<file path="config.mk">
export PLATFORM = sky130hd
export DESIGN_NAME = vga_sync_gen_flat
export DESIGN_NICKNAME = d
export VERILOG_FILES = /design/src/rtl/vga_timing_pkg.sv /design/src/rtl/vga_sync_gen_if.sv /design/src/rtl/vga_axis_counter.sv /design/src/rtl/vga_sync_gen.sv /design/src/flat_wrapper.sv
export SDC_FILE = /design/constraint.sdc
export NUM_CORES = 1
export LEC_CHECK = 0
export BUFFER_PORTS_ARGS = -buffer_cell sky130_fd_sc_hd__buf_2
export CAP_MARGIN = 20
export CORE_ASPECT_RATIO = 0.7
export CORE_MARGIN = 2
export CORE_UTILIZATION = 40
export CTS_BUF_LIST = sky130_fd_sc_hd__clkbuf_8
export CTS_CLUSTER_SIZE = 10
export DETAILED_ROUTE_END_ITERATION = 6
export GPL_TIMING_DRIVEN = 0
export PLACE_DENSITY_LB_ADDON = 0.08
export RECOVER_POWER = 25
export SLEW_MARGIN = 40
export SYNTH_ARGS = -nofsm -noshare
export SYNTH_HDL_FRONTEND = slang
export SYNTH_SLANG_ARGS = --single-unit
</file>
<file path="constraint.sdc">
create_clock -name i_CLK -period 2.2 [get_ports i_CLK]
set_clock_uncertainty 0.1 [all_clocks]
set_input_delay 0.11 -clock i_CLK [delete_from_list [all_inputs] [get_ports i_CLK]]
set_output_delay 0.11 -clock i_CLK [all_outputs]
set_load 0.02 [all_outputs]
</file>
<file path="src/rtl/vga_timing_pkg.sv">
// Shared VGA timing constants (640x480@60 defaults) and the per-axis phase enum.
package vga_timing_pkg;

  localparam int unsigned H_ACTIVE = 640;
  localparam int unsigned H_FP     = 16;
  localparam int unsigned H_SYNC   = 96;
  localparam int unsigned H_BP     = 48;
  localparam int unsigned V_ACTIVE = 480;
  localparam int unsigned V_FP     = 10;
  localparam int unsigned V_SYNC   = 2;
  localparam int unsigned V_BP     = 33;

  localparam int unsigned H_TOTAL = H_ACTIVE + H_FP + H_SYNC + H_BP;
  localparam int unsigned V_TOTAL = V_ACTIVE + V_FP + V_SYNC + V_BP;

  localparam int unsigned POS_W       = 10;
  localparam int unsigned FRAME_CNT_W = 8;

  typedef enum logic [1:0] {
    PH_ACTIVE = 2'd0,
    PH_FRONT  = 2'd1,
    PH_SYNC   = 2'd2,
    PH_BACK   = 2'd3
  } phase_e;

endpackage

</file>
<file path="src/rtl/vga_sync_gen_if.sv">
// Sync + position bus from the VGA timing generator to the pixel drawers.
// o_frame_count is present only when VGA_SYNC_FRAME_COUNT_EN is defined.
interface vga_sync_gen_if;
  import vga_timing_pkg::*;

  logic             o_hSync;
  logic             o_vSync;
  logic [POS_W-1:0] o_display_x_pos;
  logic [POS_W-1:0] o_display_y_pos;
  logic             o_active;
  logic             o_line_start;
  logic             o_frame_start;

`ifdef VGA_SYNC_FRAME_COUNT_EN
  logic [FRAME_CNT_W-1:0] o_frame_count;

  modport master (output o_hSync, o_vSync, o_display_x_pos, o_display_y_pos,
                         o_active, o_line_start, o_frame_start, o_frame_count);
  modport slave  (input  o_hSync, o_vSync, o_display_x_pos, o_display_y_pos,
                         o_active, o_line_start, o_frame_start, o_frame_count);
`else
  modport master (output o_hSync, o_vSync, o_display_x_pos, o_display_y_pos,
                         o_active, o_line_start, o_frame_start);
  modport slave  (input  o_hSync, o_vSync, o_display_x_pos, o_display_y_pos,
                         o_active, o_line_start, o_frame_start);
`endif

endinterface

</file>
<file path="src/rtl/vga_axis_counter.sv">
// One timing axis: wrapping position counter plus the phase of the position
// it will hold after the current clock, and a flag marking the last position.
module vga_axis_counter
  import vga_timing_pkg::*;
#(
  parameter int unsigned ACTIVE = H_ACTIVE,
  parameter int unsigned FP     = H_FP,
  parameter int unsigned SYNC   = H_SYNC,
  parameter int unsigned BP     = H_BP
) (
  input  logic             clk,
  input  logic             rst_n,
  input  logic             en,
  output logic [POS_W-1:0] pos,
  output phase_e           phase_nxt_c,
  output logic             wrap_c
);

  localparam int unsigned      TOTAL       = ACTIVE + FP + SYNC + BP;
  localparam logic [POS_W-1:0] LAST        = POS_W'(TOTAL - 1);
  localparam logic [POS_W-1:0] FRONT_START = POS_W'(ACTIVE);
  localparam logic [POS_W-1:0] SYNC_START  = POS_W'(ACTIVE + FP);
  localparam logic [POS_W-1:0] BACK_START  = POS_W'(ACTIVE + FP + SYNC);

  logic [POS_W-1:0] pos_nxt_c;

  assign wrap_c = (pos == LAST);

  // Next position and the phase it falls in; outputs downstream are registered from these.
  always_comb begin
    pos_nxt_c   = pos;
    phase_nxt_c = PH_ACTIVE;
    if (en) begin
      pos_nxt_c = wrap_c ? '0 : pos + POS_W'(1);
    end
    if (pos_nxt_c >= BACK_START) begin
      phase_nxt_c = PH_BACK;
    end else if (pos_nxt_c >= SYNC_START) begin
      phase_nxt_c = PH_SYNC;
    end else if (pos_nxt_c >= FRONT_START) begin
      phase_nxt_c = PH_FRONT;
    end
  end

  always_ff @(posedge clk or negedge rst_n) begin
    if (!rst_n) begin
      pos <= '0;
    end else begin
      pos <= pos_nxt_c;
    end
  end

endmodule

</file>
<file path="src/rtl/vga_sync_gen.sv">
// Free-running VGA timing generator: syncs, raw x/y and pixel qualifiers.
// Optional VGA_SYNC_FRAME_COUNT_EN adds an 8-bit wrapping frame counter.
module vga_sync_gen
  import vga_timing_pkg::*;
#(
  parameter int unsigned CFG_H_ACTIVE = H_ACTIVE,
  parameter int unsigned CFG_H_FP     = H_FP,
  parameter int unsigned CFG_H_SYNC   = H_SYNC,
  parameter int unsigned CFG_H_BP     = H_BP,
  parameter int unsigned CFG_V_ACTIVE = V_ACTIVE,
  parameter int unsigned CFG_V_FP     = V_FP,
  parameter int unsigned CFG_V_SYNC   = V_SYNC,
  parameter int unsigned CFG_V_BP     = V_BP
) (
  input  logic           i_CLK,
  input  logic           i_RST_N,
  input  logic           i_enable,
  vga_sync_gen_if.master bus
);

  // run is low until the first enabled edge, which presents pixel (0,0) without advancing.
  logic   run;
  logic   h_en_c;
  logic   v_en_c;
  logic   h_wrap_c;
  logic   v_wrap_c;
  phase_e h_phase_nxt_c;
  phase_e v_phase_nxt_c;

  assign h_en_c = i_enable & run;
  assign v_en_c = h_en_c & h_wrap_c;

  vga_axis_counter #(
    .ACTIVE(CFG_H_ACTIVE), .FP(CFG_H_FP), .SYNC(CFG_H_SYNC), .BP(CFG_H_BP)
  ) u_h_cnt (
    .clk        (i_CLK),
    .rst_n      (i_RST_N),
    .en         (h_en_c),
    .pos        (bus.o_display_x_pos),
    .phase_nxt_c(h_phase_nxt_c),
    .wrap_c     (h_wrap_c)
  );

  vga_axis_counter #(
    .ACTIVE(CFG_V_ACTIVE), .FP(CFG_V_FP), .SYNC(CFG_V_SYNC), .BP(CFG_V_BP)
  ) u_v_cnt (
    .clk        (i_CLK),
    .rst_n      (i_RST_N),
    .en         (v_en_c),
    .pos        (bus.o_display_y_pos),
    .phase_nxt_c(v_phase_nxt_c),
    .wrap_c     (v_wrap_c)
  );

  // Qualifiers registered from the next pixel so they line up with x/y.
  always_ff @(posedge i_CLK or negedge i_RST_N) begin
    if (!i_RST_N) begin
      run               <= 1'b0;
      bus.o_hSync       <= 1'b1;
      bus.o_vSync       <= 1'b1;
      bus.o_active      <= 1'b0;
      bus.o_line_start  <= 1'b0;
      bus.o_frame_start <= 1'b0;
    end else if (i_enable) begin
      run               <= 1'b1;
      bus.o_hSync       <= (h_phase_nxt_c != PH_SYNC);
      bus.o_vSync       <= (v_phase_nxt_c != PH_SYNC);
      bus.o_active      <= (h_phase_nxt_c == PH_ACTIVE) && (v_phase_nxt_c == PH_ACTIVE);
      bus.o_line_start  <= ~run | h_wrap_c;
      bus.o_frame_start <= ~run | (h_wrap_c & v_wrap_c);
    end
  end

`ifdef VGA_SYNC_FRAME_COUNT_EN
  // Counts frame wraps only; the first frame after reset leaves it at 0.
  always_ff @(posedge i_CLK or negedge i_RST_N) begin
    if (!i_RST_N) begin
      bus.o_frame_count <= '0;
    end else if (h_en_c & h_wrap_c & v_wrap_c) begin
      bus.o_frame_count <= bus.o_frame_count + FRAME_CNT_W'(1);
    end
  end
`endif

endmodule

</file>
<file path="src/flat_wrapper.sv">
// flat-port wrapper written by rule: the top's interface ports become plain ports
module vga_sync_gen_flat import vga_timing_pkg::*;
#(
  parameter int unsigned CFG_H_ACTIVE = H_ACTIVE,
  parameter int unsigned CFG_H_FP     = H_FP,
  parameter int unsigned CFG_H_SYNC   = H_SYNC,
  parameter int unsigned CFG_H_BP     = H_BP,
  parameter int unsigned CFG_V_ACTIVE = V_ACTIVE,
  parameter int unsigned CFG_V_FP     = V_FP,
  parameter int unsigned CFG_V_SYNC   = V_SYNC,
  parameter int unsigned CFG_V_BP     = V_BP
)
  (i_CLK, i_RST_N, i_enable, bus_o_hSync, bus_o_vSync, bus_o_display_x_pos, bus_o_display_y_pos, bus_o_active, bus_o_line_start, bus_o_frame_start);
  vga_sync_gen_if bus_i ();
  input  logic i_CLK;
  input  logic i_RST_N;
  input  logic i_enable;
  output wire logic [$bits(bus_i.o_hSync)-1:0] bus_o_hSync;
  output wire logic [$bits(bus_i.o_vSync)-1:0] bus_o_vSync;
  output wire logic [$bits(bus_i.o_display_x_pos)-1:0] bus_o_display_x_pos;
  output wire logic [$bits(bus_i.o_display_y_pos)-1:0] bus_o_display_y_pos;
  output wire logic [$bits(bus_i.o_active)-1:0] bus_o_active;
  output wire logic [$bits(bus_i.o_line_start)-1:0] bus_o_line_start;
  output wire logic [$bits(bus_i.o_frame_start)-1:0] bus_o_frame_start;
  assign bus_o_hSync = bus_i.o_hSync;
  assign bus_o_vSync = bus_i.o_vSync;
  assign bus_o_display_x_pos = bus_i.o_display_x_pos;
  assign bus_o_display_y_pos = bus_i.o_display_y_pos;
  assign bus_o_active = bus_i.o_active;
  assign bus_o_line_start = bus_i.o_line_start;
  assign bus_o_frame_start = bus_i.o_frame_start;
  vga_sync_gen #(.CFG_H_ACTIVE(CFG_H_ACTIVE), .CFG_H_FP(CFG_H_FP), .CFG_H_SYNC(CFG_H_SYNC), .CFG_H_BP(CFG_H_BP), .CFG_V_ACTIVE(CFG_V_ACTIVE), .CFG_V_FP(CFG_V_FP), .CFG_V_SYNC(CFG_V_SYNC), .CFG_V_BP(CFG_V_BP)) u_core (.i_CLK(i_CLK), .i_RST_N(i_RST_N), .i_enable(i_enable), .bus(bus_i));
endmodule
</file>
# After elaboration in Yosys (flattened, before gate mapping)
# Cells that the tools add are included.
# totals
ff_bits	26
inputBits	3
output_inout_bits	25
wordCells	39
# classes
addsub	2
order_cmp	6
n_eq_ne	4
mux	10
bitwise	6
n_reduce_logical	3
# op_table
operator	n
$mux 10	4
$ge 10x10->1 const B	3
$ge 10x9->1 const B	3
$add 10x1->10 const B	2
$eq 10x10->1 const B	2
$mux 2	4
$logic_not 2->1	2
$ne 2x2->1 const B	2
$and 1x1->1	3
$mux 1	2
$or 1x1->1	2
$logic_and 1x1->1	1
$not 1->1	1

# Logic depth before layout (Yosys ltp)
# Gate-level depths: netlist of run 1.
# logic_depth
word_depth	9
ltp_mapped	9

# Cells and area by module
# A second synthesis of run 1 with hierarchy kept.
# hier_totals
cells_unflattened	166
area_unflattened_um2	1607.8
# modules_own_cells
module	n_inst	cells_per_inst	area_each_um2	seq_area_each_um2
vga_axis_counter at u_core.u_v_cnt	1	78	701.9	250.2
vga_axis_counter at u_core.u_h_cnt	1	64	641.9	250.2
vga_sync_gen	1	24	264.0	152.6

# Least setup slack after synthesis of run 1
# No wires, ideal clock.
# synth_path
kind	reg-to-reg
startpoint	register u_core.u_v_cnt.pos[1]
endpoint	register u_core.bus.o_active
arrival_time_ns	1.989
slack_ns	0.007
stages_incl_launch_ff	9
path_buffers	1
cell_sequence	dfrtp_1 > clkbuf_1 > inv_1 > ha_1 > nor4b_2 > and4_2 > o21ai_2 > a22o_1 > o41ai_2
# synth_between
elab_chain_len	9
# synth_lines
item	line_no	text
from (decl)	vga_axis_counter.sv:14	output logic [POS_W-1:0] pos,
from (signal assigned)	vga_axis_counter.sv:49	pos <= pos_nxt_c;
$add 10x1->10 / $eq 10x10->1 (equally long branches)	vga_axis_counter.sv:34, vga_axis_counter.sv:27	
$mux 10 (*)	vga_axis_counter.sv:34	pos_nxt_c = wrap_c ? '0 : pos + POS_W'(1);
$mux 10 (*)	vga_axis_counter.sv:33	if (en) begin
net u_core.u_v_cnt.pos_nxt_c[9]	vga_axis_counter.sv:25	logic [POS_W-1:0] pos_nxt_c;
$ge 10x9->1	vga_axis_counter.sv:40	end else if (pos_nxt_c >= FRONT_START) begin
$mux 1	vga_axis_counter.sv:40	
$mux 2	vga_axis_counter.sv:38	end else if (pos_nxt_c >= SYNC_START) begin
$mux 2 (*)	vga_axis_counter.sv:36	if (pos_nxt_c >= BACK_START) begin
$logic_not 2->1 (*)	vga_sync_gen.sv:68	bus.o_active <= (h_phase_nxt_c == PH_ACTIVE) && (v_phase_nxt_c == PH_ACTIVE);
$logic_and 1x1->1 (*)	vga_sync_gen.sv:68	
to (signal assigned)	vga_sync_gen.sv:68	
to (decl)	vga_sync_gen_if.sv:23	o_active, o_line_start, o_frame_start);
# Mark *: on every way through the listed nets, which the timed path passes. The rest lies on a longest branch.
# A chain may end at the register's enable or synchronous reset.

# Final worst setup path of run 1
# layout_path
startpoint	register u_core.u_h_cnt.pos[2]
endpoint	register u_core.bus.o_active
# layout_between
elab_chain_len	9
# layout_lines
item	line_no
from (decl)	vga_axis_counter.sv:14
from (signal assigned)	vga_axis_counter.sv:49
$add 10x1->10 / $eq 10x10->1 (equally long branches)	vga_axis_counter.sv:34, vga_axis_counter.sv:27
$mux 10 / $and 1x1->1 (equally long branches)	vga_axis_counter.sv:34, vga_sync_gen.sv:31
$mux 10	vga_axis_counter.sv:33
$ge 10x10->1 / $ge 10x9->1 (equally long branches)	vga_axis_counter.sv:40
$mux 1	vga_axis_counter.sv:40
$mux 2	vga_axis_counter.sv:38
$mux 2	vga_axis_counter.sv:36
$logic_not 2->1	vga_sync_gen.sv:68
$logic_and 1x1->1 (*)	vga_sync_gen.sv:68
# Mark *: on every way between the ends. The rest lies on a longest branch, timed or not.

==> metrics, run 1 <==
status finished clean; initial core utilization 42.6%; critical path buffer and inverter count 2; CP Class reg -> reg; hold slack 0.148 ns; HP Class in -> reg; max-slew violation count 0; Worst-path clk slew 0.09 ns; largest cells by area after synthesis dfrtp_1, xnor2_1, nand2_1; Worst Path Arrival 2.15 ns; DRT Wirelength 3730 um; Synth Instances 155; Worst VDD drop 0.395 mV; CP cell instances and3_1, buf_2, nand4_1, buf_4, o21a_1, o211a_1, o41ai_2; Num CTS Buffers 3; RSZ-0062 raised after global routing true; Cell Area, Placed 1720 um2; syn avg cell area 9.84 um2; Leak Pwr 0.000826 uW; Post-DRT Antenna Nets 0; Tcrit/Tclk final 94.8%; Max Clk Rate 479 MHz; diode count 0; syn nets 161; Crit-path slowest cell dfrtp_1; Period minus WS final 2.09 ns; final worst slack 0.114 ns; grt met2 use 22.0%; layout cells sized above 1 36.7%; setup violators final 0; pre-CTS setup slack -0.175 ns; Post-Syn Area 1530 um2; routability cong. 0.802; Nets 206; Filler Cell Count 354; synth warn 0; design area 1910 um2; multi-input logic area 852 um2; htree depth 1; largest area contributor in the netlist dfrtp_1; sequential cell area fraction in the yosys report 42.8%; Top delay family on crit path compound AO/OA/AOI/OAI gates; final hold violation count 0; top cell type's share of synthesized area 39.4%; GRT Residual Overflow 0; Top Usage Layer GRT met1; met1 Usage GRT 28.3%; Rel. slew slack 6.00%; core box area 3580 um2; DIE HEIGHT 55.7 um; total die area 4330 um2; Post-synth EDFFs 0; CTS tree built; crit end category register; Power Dens Cells 613 nW/um2; hpwl dp 2610 um; I/O pin cnt 28; startpoint type of the worst setup path register; top-count cell post-synth dfrtp_1; M3 GR Usage 4.38%; Storage cell area 661 um2; clk_lat worst skew 0.27 ns; # Max-Cap Violations 0; worst endpoint required time 2.27 ns; vias in the first global route 1,161; Sink Count 26; initial antenna violation count 0; die width 77.8 um; asr flop ratio synth 100%; Clock Tree Buf Depth 2; Synth Register Bits 26; FP Rows 18; Routed wire per std cell 15.0 um; Least-Margin Pin Slew 1.41 ns; worst-path maximum fanout 6; Port Buffers 27; Synth Flop Type dfrtp_1; TNS Setup 0 ns; synth-to-layout area growth 25.3%; Root Buffer clkbuf_8; first-pass GRT wire length 5930 um; DR vias 1,325; Final Util 53.4%; DRT iter0 DRCs 68; DRT Pass-1 Iters 4; post-DR vias/cell 5.32; Max stage delay on crit path 0.45 ns; Remaining DRCs 0; most frequent cells after synthesis dfrtp_1, nand2_1, nor2_1; largest net degree at the start of global routing 27; Total Routing Usage GR 17.3%; Yosys cell types 51
[worst reg2reg max path, stage by stage (launching register included)]
cell and delay [ns]:
dfrtp_1 0.45, and3_1 0.17, buf_2 0.16, nand4_1 0.20, buf_4 0.20, o21a_1 0.16
o211a_1 0.21, o41ai_2 0.32
[kinds of logic after synthesis]
family / count (synthesis) / synth area share (%)
flip-flops: 26 / 42.8
AO/OA/AOI/OAI: 31 / 15.0
multiplexers: 4 / 3.12
XOR/XNOR: 10 / 5.74
buffers and inverters: 10 / 3.28
AND/OR/NAND/NOR: 71 / 27.6
adder cells (fa/ha/maj): 3 / 2.46
[report_power, final]
group          switching (uW)  total (uW)  internal [uW]  leakage (uW)
clock network             143         268            125     0.0000269
registers                70.0         599            529      0.000318
logic                     178         304            125      0.000482
[placed cells by master, fill, tap and decap left out, types with 2 or more instances in the layout]
master,count
or3_1,2
and2_1,3
nand4_1,7
o21a_1,2
a31oi_1,2
nand2_1,15
o21ai_0,5
dfstp_2,2
a22o_1,3
nor4b_4,2
o211ai_1,2
inv_1,5
dfrtp_1,18
a21oi_1,8
buf_4,14
nor2_1,13
dfrtp_2,6
xnor2_1,7
buf_2,29
nand2b_1,3
clkbuf_8,3
xor2_1,3
nand3_1,3
nand4b_1,2
nor3_1,4
mux2_2,2
or2_2,2
and4_1,2
[final cells by class]
| cell class | count | area share, % |
|---|---|---|
| Inverter | 4 | 0.786 |
| Buffer | 5 | 1.77 |
| Clock inverter | 1 | 0.196 |
| Sequential cell | 26 | 34.6 |
| Multi-Input combinational cell | 119 | 44.6 |
| Timing Repair Buffer | 41 | 12.6 |
| Clock buffer | 3 | 2.16 |
| Tap cell | 50 | 3.27 |
[registers in the layout, indices dropped and copies added, names as in the netlist]
register,count
u_core.bus.o_line_start,1
u_core.run,1
u_core.bus.o_vSync,1
u_core.bus.o_hSync,1
u_core.u_v_cnt.pos,10
u_core.u_h_cnt.pos,10
u_core.bus.o_frame_start,1
u_core.bus.o_active,1
[metal layers]
metal / vias to the layer above / part of all wire, %
met5: - / 0
li1: 655 / -
met2: 49 / 40
met4: 0 / 0.51
met3: 2 / 7.8
met1: 619 / 51
[metrics by stage]
| stage | power [uW] | instances |
|---|---|---|
| floorplan | 780 | 155 |
| global placement | 879 | 232 |
| detailed placement | 881 | 232 |
| CTS | 1170 | 238 |
| global route | 1250 | 249 |
| finish | 1170 | 249 |
[final timing paths]
check / to / slack [ns] / depth (start not counted) / startpoint
max reg2reg: u_core.bus.o_active / 0.11 / 7 / u_core.u_h_cnt.pos[2]
max in group asynchronous: u_core.u_v_cnt.pos[0] / 0.48 / 2 / i_RST_N
min: u_core.bus.o_vSync / 0.15 / 3 / i_enable
min in group asynchronous: u_core.run / 0.60 / 2 / i_RST_N
min reg2reg: u_core.bus.o_active / 0.40 / 2 / u_core.bus.o_active
max: u_core.bus.o_active / 0.11 / 7 / u_core.u_h_cnt.pos[2]
[what timing repair did]
action                                 4_1_cts  5_1_grt
endpoints found under the hold margin       24        0
hold buffers                                 1        0
resized for setup                            5       10
pin swaps                                    1        4
setup buffers                                2       11
setup endpoints to repair                    2        2
(Power assumes the default switching activity.)
==> run 2: changes to the inputs <==
==> constraint.sdc (replaced) <==
create_clock -name i_CLK -period 1.75 [get_ports i_CLK]
set_clock_uncertainty 0.1 [all_clocks]
set_input_delay 0.0875 -clock i_CLK [delete_from_list [all_inputs] [get_ports i_CLK]]
set_output_delay 0.0875 -clock i_CLK [all_outputs]
set_load 0.02 [all_outputs]
==> metrics, run 2 (synthesis gave the netlist of run 1 again) <==
Least-Margin Pin Slew 0.654 ns (was 1.41 ns); Remaining DRCs 0 (unchanged); Filler Cell Count 308 (was 354); core box area 3580 um2 (unchanged); Nets 219 (was 206); GRT Residual Overflow 0 (unchanged); CP Class reg -> reg (unchanged); Root Buffer clkbuf_8 (unchanged); Tcrit/Tclk final 117% (was 94.8%); Non-Filler Instances 262 (was 249); Worst VDD drop 0.484 mV (was 0.395 mV); Critical Path Source u_core.u_v_cnt.pos[1] (was u_core.u_h_cnt.pos[2]); largest net degree at the start of global routing 27 (unchanged); final hold violation count 0 (unchanged); Sink Count 26 (unchanged); DRT Pass-1 Iters 4 (unchanged); critical path buffer and inverter count 2 (unchanged); RSZ-0062 raised after global routing true (unchanged); hpwl dp 2620 um (was 2610 um); final worst slack -0.293 ns (was 0.114 ns); Worst-path clk slew 0.10 ns (was 0.09 ns); CTS tree built (unchanged); setup violators final 10 (was 0); htree depth 1 (unchanged); DR vias 1,423 (was 1,325); crit end category register (unchanged); met2 WL 1710 um (was 1510 um); Clock Tree Buf Depth 2 (unchanged); DRT iter0 DRCs 97 (was 68); Final Util 59.5% (was 53.4%); first-pass GRT wire length 6570 um (was 5930 um); TNS Setup -1.12 ns (was 0 ns); layout cells sized above 1 49.5% (was 36.7%); synth-to-layout area growth 39.6% (was 25.3%); HP Start i_enable (unchanged); Routed wire per std cell 14.9 um (was 15.0 um); initial antenna violation count 0 (unchanged); worst-path maximum fanout 4 (was 6); routability cong. 0.876 (was 0.802); Leak Pwr 0.000923 uW (was 0.000826 uW); Total Routing Usage GR 19.0% (was 17.3%); post-DR vias/cell 5.43 (was 5.32); most frequent cells in the layout buf_2, buf_4, dfrtp_1 (was buf_2, dfrtp_1, nand2_1); Top Registers u_core.u_h_cnt.pos: 10 flops, u_core.u_v_cnt.pos: 10 flops (unchanged); total die area 4330 um2 (unchanged); status complete, but fails checks (was finished clean); placed cells 232 (unchanged); worst r2r src u_core.u_v_cnt.pos[1] (was u_core.u_h_cnt.pos[2]); Max stage delay on crit path 0.43 ns (was 0.45 ns); Power Dens Cells 751 nW/um2 (was 613 nW/um2); max-slew violation count 0 (unchanged); commonest non-fill, non-tap cell in the layout buf_2 (unchanged); DR top layer met4 (unchanged); clk_lat worst skew 0.28 ns (was 0.27 ns); Routed met1 length 1990 um (was 1910 um); Final Power 1600 uW (was 1170 uW); Crit-path slowest cell dfrtp_2 (was dfrtp_1); initial core utilization 42.6% (unchanged); vias in the first global route 1,330 (was 1,161); DRT Wirelength 3900 um (was 3730 um); worst endpoint required time 1.81 ns (was 2.27 ns); Period minus WS final 2.04 ns (was 2.09 ns); I/O pin cnt 28 (unchanged); met3 wire length 186 um (was 292 um); Port Buffers 27 (unchanged); die width 77.8 um (unchanged); # Max-Cap Violations 0 (unchanged); DIE HEIGHT 55.7 um (unchanged); HP Class in -> reg (unchanged); Rel. slew slack 56.4% (was 6.00%); Num CTS Buffers 3 (unchanged); Top delay family on crit path compound AO/OA/AOI/OAI gates (unchanged); startpoint type of the worst setup path register (unchanged); Worst Path Arrival 2.11 ns (was 2.15 ns); FP Rows 18 (unchanged); CP cell instances buf_8, inv_4, ha_4, nor4b_4, and4_4, o21ai_2, a22o_1, o41ai_2 (was and3_1, buf_2, nand4_1, buf_4, o21a_1, o211a_1, o41ai_2); failing checks setup timing; Post-DRT Antenna Nets 0 (unchanged); diode count 0 (unchanged); Max Clk Rate 489 MHz (was 479 MHz)
## run 2: cell count changes in the layout (fill, tap and decap cells not counted), moves of 3 or more
cell / delta
dfrtp_2: +4
buf_6: +3
buf_4: +10
dfrtp_1: -4
## run 2: metrics by stage
stage	setup slack (ns)	instance area [um2]	hold slack (ns)
final	-0.293	2130	0.133
after global routing	-0.384	2130	0.151
after CTS	-0.275	2020	0.126
after detailed placement	-0.445	1800	0.0260
after global placement	-0.408	1800	0.0185
after floorplan	-0.246	1610	-0.308
## run 2: cell type report
cell class | instances | area (um2) | area share, %
repair buffers | 54 | 348 | 16.3
multi-input cells | 119 | 943 | 44.3
flip-flops and latches | 26 | 666 | 31.3
inverters | 4 | 17.5 | 0.823
well taps | 50 | 62.6 | 2.94
clock buffers | 3 | 41.3 | 1.94
plain buffers | 5 | 47.5 | 2.23
clock inverters | 1 | 3.75 | 0.176
## run 2: final timing paths
kind / to / slack (ns) / depth (start not counted)
hold reg to reg: u_core.bus.o_line_start / 0.40 / 2
setup reg to reg: u_core.bus.o_active / -0.29 / 8
min in group asynchronous: u_core.u_h_cnt.pos[9] / 0.26 / 2
max in group asynchronous: u_core.u_h_cnt.pos[1] / 0.83 / 2
setup / recovery: u_core.bus.o_active / -0.29 / 8
hold / removal: u_core.bus.o_vSync / 0.13 / 3
## run 2: report_power, final
| part | internal (uW) | switching [uW] | total, uW |
|---|---|---|---|
| sequential | 670 | 62.3 | 732 |
| clock | 158 | 194 | 351 |
| combinational | 236 | 279 | 515 |
## run 2: per-layer routing
layer | vias up | GRT usage [%]
li1 | 682 | -
met1 | 704 | 28.8
met2 | 35 | 28.2
met3 | 2 | 4.06
met4 | 0 | 3.06
met5 | - | 0
## run 2: repair_timing
item,4_1_cts,5_1_grt
hold endpoints to repair,24,0
setup buffers,17,10
resized for setup,8,11
hold buffers,1,0
cloned,0,0
pin swaps,7,7
setup endpoints to repair,12,16
## run 2: worst min-delay path, stage by stage
cell	delay, ns
buf_2	0.09
buf_2	0.19
a41oi_2	0.13
==> run 3: changes to the inputs <==
--- a/config.mk
+++ b/config.mk
@@ -14,7 +14,7 @@
 export CTS_CLUSTER_SIZE = 10
 export DETAILED_ROUTE_END_ITERATION = 6
 export GPL_TIMING_DRIVEN = 0
-export PLACE_DENSITY_LB_ADDON = 0.08
+export PLACE_DENSITY = 0.74
 export RECOVER_POWER = 25
 export SLEW_MARGIN = 40
 export SYNTH_ARGS = -nofsm -noshare
==> metrics, run 3 (synthesis gave the netlist of run 1 again) <==
vias in the first global route 1,289 (was 1,330); pre-CTS setup slack -0.413 ns (was -0.445 ns); met2 WL 1820 um (was 1710 um); Worst R2R Path Depth 8 (unchanged); Total Routing Usage GR 17.9% (was 19.0%); status complete, but fails checks (unchanged); HP Start i_enable (unchanged); diode count 0 (unchanged); Remaining DRCs 0 (unchanged); Worst Path Arrival 2.13 ns (was 2.11 ns); DRT iter0 DRCs 77 (was 97); initial core utilization 42.6% (unchanged); DR top layer met4 (unchanged); first-pass GRT wire length 6100 um (was 6570 um); Critical Path Source u_core.u_v_cnt.pos[1] (unchanged); GRT Residual Overflow 0 (unchanged); Least-Margin Pin Slew 0.647 ns (was 0.654 ns); Non-Filler Instances 263 (was 262); Worst VDD drop 0.469 mV (was 0.484 mV); core box area 3580 um2 (unchanged); initial antenna violation count 0 (unchanged); TNS Setup -1.65 ns (was -1.12 ns); clk_lat worst skew 0.28 ns (about the same); RSZ-0062 raised after global routing true (unchanged); setup violators final 12 (was 10); Leak Pwr 0.000962 uW (was 0.000923 uW); most frequent cells in the layout buf_2, buf_4, nand2_1, dfrtp_1, nor2_1 (was buf_2, buf_4, dfrtp_1); Rel. slew slack 56.9% (was 56.4%); DR vias 1,460 (was 1,423); worst endpoint required time 1.82 ns (was 1.81 ns); commonest non-fill, non-tap cell in the layout buf_2 (unchanged); Worst-path clk slew 0.09 ns (was 0.10 ns); Routed wire per std cell 15.7 um (was 14.9 um); htree depth 1 (unchanged); Sink Count 26 (unchanged); worst r2r src u_core.u_v_cnt.pos[1] (unchanged); RR Endpoint u_core.bus.o_active (unchanged); FP Rows 18 (unchanged); R2R Setup Slk -0.31 ns (was -0.29 ns); Post-DRT Antenna Nets 0 (unchanged); max-slew violation count 0 (unchanged); worst-path maximum fanout 4 (unchanged); crit end category register (unchanged); Routed met1 length 1930 um (was 1990 um); Period minus WS final 2.06 ns (was 2.04 ns); startpoint type of the worst setup path register (unchanged); Tcrit/Tclk final 118% (was 117%); total die area 4330 um2 (unchanged); Clock Tree Buf Depth 2 (unchanged); Max Clk Rate 485 MHz (was 489 MHz); met3 wire length 325 um (was 186 um); # Max-Cap Violations 0 (unchanged); Num CTS Buffers 3 (unchanged); die width 77.8 um (unchanged); critical path endpoint u_core.bus.o_active (unchanged); layout cells sized above 1 51.2% (was 49.5%); placed cells 232 (unchanged); CP Class reg -> reg (unchanged); Root Buffer clkbuf_8 (unchanged); failing checks setup timing (unchanged); Filler Cell Count 273 (was 308); final worst slack -0.311 ns (was -0.293 ns); DRT Wirelength 4120 um (was 3900 um); routability cong. 0.884 (was 0.876); CTS tree built (unchanged); final hold violation count 0 (unchanged); DRT Pass-1 Iters 5 (was 4); synth-to-layout area growth 44.1% (was 39.6%); Top Registers u_core.u_h_cnt.pos: 10 flops, u_core.u_v_cnt.pos: 10 flops (unchanged); Nets 220 (was 219); DIE HEIGHT 55.7 um (unchanged); HP Class in -> reg (unchanged); post-DR vias/cell 5.55 (was 5.43); I/O pin cnt 28 (unchanged); Port Buffers 27 (unchanged); Power Dens Cells 744 nW/um2 (was 751 nW/um2); largest net degree at the start of global routing 27 (unchanged); hpwl dp 2520 um (was 2620 um)
## run 3: routing by layer
metal  up-vias  GRT usage [%]
met3         6           4.22
met2        71           24.8
li1        683              -
met5         -              0
met4         0           6.89
met1       700           26.7
## run 3: power by group
group          internal (uW)  switching (uW)
Clock                    201             190
Combinational            229             273
Sequential               671            69.7
## run 3: worst max-delay path: stages, from the launching register on
cell,delay [ns]
dfrtp_2,0.43
buf_8,0.13
inv_4,0.05
ha_4,0.11
nor4b_4,0.21
and4_4,0.31
o21ai_2,0.07
a22o_1,0.25
o41ai_2,0.31
## run 3: timing repair
item | CTS | global route
buffers inserted | 16 | 10
resized for setup | 11 | 20
endpoints found under the hold margin | 24 | 0
gates cloned | 0 | 0
endpoints found under the setup margin | 10 | 14
hold buffers | 1 | 0
pin swaps | 9 | 9
## run 3: layout make-up
type                    count  area, um2  area share, %
inverters                   4       17.5          0.797
multi-input cells         119        967           44.0
clock buffers               4       55.1           2.50
repair buffers             54        370           16.8
well taps                  50       62.6           2.85
flip-flops and latches     26        667           30.3
plain buffers               6       58.8           2.68
## run 3: per-stage QoR
step | utilization [%] | hold slack (ns) | instance area [um2] | total power (uW)
after detailed placement | 50.4 | 0.0312 | 1800 | 1140
after CTS | 57.0 | 0.138 | 2040 | 1590
after global routing | 61.4 | 0.170 | 2200 | 1730
after global placement | 50.4 | 0.0291 | 1800 | 1130
final | 61.4 | 0.145 | 2200 | 1630
after floorplan | - | -0.308 | 1610 | 1010
## run 3: worst min path at each step
stage,to,slack (ns),cells after the start
6_report,u_core.bus.o_vSync,0.14,3
5_1_grt,u_core.bus.o_vSync,0.17,3
4_1_cts,u_core.bus.o_vSync,0.14,3
3_5_place_dp,u_core.bus.o_frame_start,0.03,1
3_3_place_gp,u_core.bus.o_line_start,0.03,1
2_1_floorplan,u_core.bus.o_active,-0.31,0
